**src/rtl/multi_edge_pkg.sv**
```systemverilog
// Shared definitions for the multi-channel edge detector: edge-select
// encodings and the counter width helper.
package multi_edge_pkg;

    localparam logic [1:0] MODE_OFF  = 2'b00;
    localparam logic [1:0] MODE_RISE = 2'b01;
    localparam logic [1:0] MODE_FALL = 2'b10;
    localparam logic [1:0] MODE_BOTH = 2'b11;

    // Bits needed to hold values 0..max_val, never less than one bit.
    function automatic int cnt_width(input int max_val);
        return (max_val < 1) ? 1 : $clog2(max_val + 1);
    endfunction

endpackage

```
**src/rtl/edge_channel.sv**
```systemverilog
// One detector channel: synchroniser, glitch filter, edge qualification,
// pulse stretcher and sticky status flag.
module edge_channel
    import multi_edge_pkg::*;
#(
    parameter int   SYNC_STAGES   = 2,
    parameter int   FILTER_CYCLES = 3,
    parameter int   PULSE_WIDTH   = 1,
    parameter logic INIT_LEVEL    = 1'b0
) (
    input  logic       clk,
    input  logic       rst,
    input  logic       in_sig,
    input  logic       enable,
    input  logic [1:0] mode,
    input  logic       clr_flag,
    output logic       edge_out,
    output logic       edge_is_rise,
    output logic       edge_flag
);

    localparam int PULSE_W = cnt_width(PULSE_WIDTH);

    logic [SYNC_STAGES-1:0] sync_q, sync_d;
    logic                   sync_s;
    logic                   filt_q, filt_d;
    logic                   filt_prev_q, filt_prev_d;
    logic [PULSE_W-1:0]     pulse_q, pulse_d;
    logic                   rise_q, rise_d;
    logic                   flag_q, flag_d;
    logic                   is_edge;
    logic                   qualify;

    always_comb begin
        sync_d = {sync_q[SYNC_STAGES-2:0], in_sig};
    end

    assign sync_s = sync_q[SYNC_STAGES-1];

    // A new level is accepted only after it has persisted FILTER_CYCLES cycles.
    generate
        if (FILTER_CYCLES <= 1) begin : g_no_filter
            always_comb begin
                filt_d = sync_s;
            end
        end else begin : g_filter
            localparam int FILT_W = cnt_width(FILTER_CYCLES);

            logic [FILT_W-1:0] cnt_q, cnt_d;

            always_comb begin
                cnt_d  = '0;
                filt_d = filt_q;
                if (sync_s != filt_q) begin
                    if (cnt_q == FILT_W'(FILTER_CYCLES - 1)) begin
                        filt_d = sync_s;
                    end else begin
                        cnt_d = cnt_q + FILT_W'(1);
                    end
                end
            end

            always_ff @(posedge clk or negedge rst) begin
                if (!rst) begin
                    cnt_q <= '0;
                end else begin
                    cnt_q <= cnt_d;
                end
            end
        end
    endgenerate

    always_comb begin
        is_edge     = (filt_q != filt_prev_q);
        qualify     = 1'b0;
        filt_prev_d = filt_q;
        if (enable && is_edge) begin
            case (mode)
                MODE_OFF:  qualify = 1'b0;
                MODE_RISE: qualify = filt_q;
                MODE_FALL: qualify = !filt_q;
                MODE_BOTH: qualify = 1'b1;
                default:   qualify = 1'b0;
            endcase
        end

        pulse_d = (pulse_q != '0) ? pulse_q - PULSE_W'(1) : '0;
        rise_d  = rise_q;
        flag_d  = clr_flag ? 1'b0 : flag_q;
        // A new edge retriggers the stretcher and wins over a flag clear.
        if (qualify) begin
            pulse_d = PULSE_W'(PULSE_WIDTH);
            rise_d  = filt_q;
            flag_d  = 1'b1;
        end
    end

    always_ff @(posedge clk or negedge rst) begin
        if (!rst) begin
            sync_q      <= {SYNC_STAGES{INIT_LEVEL}};
            filt_q      <= INIT_LEVEL;
            filt_prev_q <= INIT_LEVEL;
            pulse_q     <= '0;
            rise_q      <= 1'b0;
            flag_q      <= 1'b0;
        end else begin
            sync_q      <= sync_d;
            filt_q      <= filt_d;
            filt_prev_q <= filt_prev_d;
            pulse_q     <= pulse_d;
            rise_q      <= rise_d;
            flag_q      <= flag_d;
        end
    end

    assign edge_out     = (pulse_q != '0);
    assign edge_is_rise = rise_q;
    assign edge_flag    = flag_q;

endmodule

```
**src/rtl/multi_edge_detector.sv**
```systemverilog
// Multi-channel edge detector: independent per-pin channels whose sticky
// flags are ORed into a single interrupt line.
module multi_edge_detector
    import multi_edge_pkg::*;
#(
    parameter int   CHANNELS      = 4,
    parameter int   SYNC_STAGES   = 2,
    parameter int   FILTER_CYCLES = 3,
    parameter int   PULSE_WIDTH   = 1,
    parameter logic INIT_LEVEL    = 1'b0
) (
    input  logic                  clk,
    input  logic                  rst,
    input  logic [CHANNELS-1:0]   in_sig,
    input  logic                  enable,
    input  logic [2*CHANNELS-1:0] mode,
    input  logic [CHANNELS-1:0]   clr_flag,
    output logic [CHANNELS-1:0]   edge_out,
    output logic [CHANNELS-1:0]   edge_is_rise,
    output logic [CHANNELS-1:0]   edge_flag,
    output logic                  irq
);

    generate
        for (genvar i = 0; i < CHANNELS; i++) begin : g_ch
            edge_channel #(
                .SYNC_STAGES   (SYNC_STAGES),
                .FILTER_CYCLES (FILTER_CYCLES),
                .PULSE_WIDTH   (PULSE_WIDTH),
                .INIT_LEVEL    (INIT_LEVEL)
            ) u_ch (
                .clk          (clk),
                .rst          (rst),
                .in_sig       (in_sig[i]),
                .enable       (enable),
                .mode         (mode[2*i +: 2]),
                .clr_flag     (clr_flag[i]),
                .edge_out     (edge_out[i]),
                .edge_is_rise (edge_is_rise[i]),
                .edge_flag    (edge_flag[i])
            );
        end
    endgenerate

    assign irq = |edge_flag;

endmodule

```
**config.mk**
```make
export PLATFORM = sky130hd
export DESIGN_NAME = multi_edge_detector
export DESIGN_NICKNAME = d
export VERILOG_FILES = /design/src/rtl/multi_edge_pkg.sv /design/src/rtl/edge_channel.sv /design/src/rtl/multi_edge_detector.sv
export SDC_FILE = /design/constraint.sdc
export NUM_CORES = 1
export LEC_CHECK = 0
export CORE_MARGIN = 10
export CORE_UTILIZATION = 53
export CTS_CLUSTER_SIZE = 28
export DETAILED_ROUTE_END_ITERATION = 8
export PLACE_DENSITY_LB_ADDON = 0.15
export REMOVE_ABC_BUFFERS = 1
export SLEW_MARGIN = 20
export SYNTH_ARGS = -nofsm -noshare
export SYNTH_HDL_FRONTEND = slang
export SYNTH_SLANG_ARGS = --single-unit
```
**constraint.sdc**
```tcl
create_clock -name clk -period 1.9 [get_ports clk]
set_input_delay 0.38 -clock clk [delete_from_list [all_inputs] [get_ports clk]]
set_output_delay 0.38 -clock clk [all_outputs]
set_load 0.05 [all_outputs]
```
==> reports/results.tsv <==
stage	metric	value	unit
routing	dr.first_iter.drc_count	32	
global_route	track_usage	0.1020	
global_route	grt_pass1_vias	897	
floorplan	ios	32	
timing	hold_viol_final	0	
clock_tree	clockBufferDepth	2	
timing	hold_ws	0.1032	ns
timing	min_period	1.841	ns
setup_path	crit_family	buffers and inverters	
global_route	antenna_found_initial	0	
clock_tree	cts_buffers	5	
routing	num_vias	883	
pwr	internal_power	1.702	mW
timing	fin_tns_setup	0	ns
floorplan	core	2734	um^2
pwr	p_seq_frac	0.439	
clock_tree	root_buffer	clkbuf_4	
setup_path	timing.rr.start	g_ch[2].u_ch.g_filter.cnt_q[1]	
place	place_ws	0.3361	ns
flow_run	maxCapViolations	0	
status	status	complete, no violations	
pwr	p_per_area	1579	nW/um^2
synthesis	synth_area_leaders	dfrtp_1 60%, buf_4 6.0%, mux2_4 4.0%	
clock_tree	cts.repair.resized	3	
synthesis	synth_area	1501	um^2
layout	synthToLayoutAreaGrowth	19.83	%
place	placed_cells_incl_taps	159	
synthesis	yosysTopAreaCellShare	0.6000	
pwr	ir_drop	1.004	mV
layout	diodes	0	
synthesis	ys_warn_count	0	
clock_tree	clkLatencyLatePin	0.33	ns
synthesis	yosysTopAreaCell	dfrtp_1	
timing	slew_headroom	0.4801	
pwr	comb_power_share	0.415	
layout	final_area	1799	um^2
clock_tree	cts_max_level	2	
routing	routed_wl	2.581	mm
place	gp_congestion	0.7914	
place	placed_area	1732	um^2
setup_path	worstPathCellList	clkdlybuf4s50_1	
pwr	power.switching	1.138	mW
timing	worst_pin_slew	0.7798	ns
layout	post-route-util	0.6581	
pwr	sw_frac_of_total	0.4007	
hold_path	hold_class	input port to asynchronous set/reset pin	
routing	first_pass_iters	4	
floorplan	start_util	0.5492	
synthesis	yosysSeqAreaShare	0.6000	
global_route	grt_pass1_wl	4.153	mm
setup_path	critPathCaptureType	output pin	
place	dp_hpwl	1.963	mm
floorplan	die_w	73.23	um
synthesis	synthCells	110	
synthesis	synth-seq-cells	36	
clock_tree	hold_buffers	0	
layout	fin_cells	167	
clock_tree	clock_sinks	36	
setup_path	cp-start-kind	flip-flop	
timing	setup_ws	0.05857	ns
layout	nNetsFinal	154	
setup_path	cp_data_arrival_time	1.46	ns
setup_path	slowest_delay	0.80	ns
setup_path	rrSetupSlack	0.93	ns
clock_tree	cts_tree	built	
routing	vias_per_cell	5.287	
setup_path	critPathLaunch	g_ch[0].u_ch.edge_out	
timing	skew	0.005661	ns
global_route	grt_max_degree	37	
floorplan	dieArea	5362	um^2
timing	fin_crit_sh	0.9692	
routing	wl_per_cell	15.46	um
routing	drc_errors	0	
floorplan	die_h	73.23	um
setup_path	crit_type	flip-flop to output pin	
floorplan	rows	19	
place	io_buffers	31	
timing	grt_setup_unrepaired	false	
clock_tree	path_clk_slew	0.10	ns
pwr	leakagePower	0.8799	nW
synthesis	yosys.cell_types.count	18	
timing	max_freq	543.1	MHz
pwr	pwr-share-clk	0.147	
clock_tree	post-cts-setup-buffers	0	
synthesis	syn_avg_cell_area	13.65	um^2
setup_path	slowest_stage	clkdlybuf4s50_1	
setup_path	cp.required	1.52	ns
global_route	gr-total-overflow	0	
setup_path	crit_fanout	1	
layout	layout-drive-gt1-share	0.2353	
timing	finalSetupViolCount	0	
routing	ant_nets	0	
pwr	total_power	2.840	mW
setup_path	crit_buf_inv	1	
timing	drv_slew	0	
power by group through the flow:
stage               logic, mW  clock network, mW  registers (mW)
floorplan               0.554                  0            1.54
global placement         1.18                  0            1.25
detailed placement       1.21                  0            1.27
CTS                      1.20              0.436            1.25
global route             1.26              0.469            1.29
finish                   1.18              0.417            1.25
cells in the mapped netlist:
master / count
o21ai_0: 4
buf_4: 12
nor3_1: 4
and3b_2: 2
o221ai_1: 4
xnor2_1: 4
nand4_1: 1
o211ai_2: 4
dfrtp_1: 36
and3b_1: 2
inv_1: 8
buf_6: 1
nand2_1: 4
nand4b_1: 4
mux2_4: 4
nor2b_4: 4
nor3b_2: 4
nand2b_1: 8
worst reg2reg max path, delay by kind of cell (launching register included):
kind,cells,cell delay [ns]
muxes,1,0.30
DFF,1,0.41
and+or+nand+nor,1,0.17
per-layer routing:
layer,GRT usage,wire [um],up-vias,share of wire
met5,0,0,-,0
met4,0.04852,36,0,0.014
met2,0.1490,1235,28,0.48
met1,0.1119,1051,434,0.41
li1,-,-,417,-
met3,0.06667,258,4,0.10
sequential cells by signal (all words and copies together) (netlist names):
signal                    count
g_ch.u_ch.edge_flag           4
g_ch.u_ch.sync_q              8
g_ch.u_ch.edge_out            4
g_ch.u_ch.filt_prev_q         4
g_ch.u_ch.filt_prev_d         4
g_ch.u_ch.g_filter.cnt_q      8
g_ch.u_ch.edge_is_rise        4
cell type report:
type                            count  area, um^2
Timing Repair Buffer               31       299.0
Multi-Input combinational cell     53       469.2
Inverter                            8       30.03
Sequential cell                    36       900.9
Fill cell                         221       934.6
Tap cell                           31       38.79
Clock inverter                      2       10.01
Clock buffer                        6       51.30
cells in the final DEF, fill, tap and decap left out, types with 5 or more instances in the layout:
cell type        synthesis  routed
clkdlybuf4s50_1          0      18
inv_1                    8       8
buf_4                   12       5
clkbuf_4                 0       5
nand2b_1                 8       8
dfrtp_1                 36      36
worst paths after layout:
check,endpoint,cells past startpoint
max,edge_out[0],1
min,g_ch[0].u_ch.g_filter.cnt_q[1],1
max reg2reg,g_ch[2].u_ch.filt_prev_d,2
min reg2reg,g_ch[0].u_ch.sync_q[1],0
max in group asynchronous,g_ch[2].u_ch.g_filter.cnt_q[0],1
min in group clk,g_ch[0].u_ch.sync_q[1],0
cells by family after synthesis:
family | Yosys count | synth area share
buffers and inverters | 21 | 0.08750
flip-flops | 36 | 0.6000
AO/OA/AOI/OAI | 12 | 0.07000
XOR/XNOR | 4 | 0.02333
multiplexers | 4 | 0.04000
AND/OR/NAND/NOR | 33 | 0.1792
(Power assumes the default switching activity.)
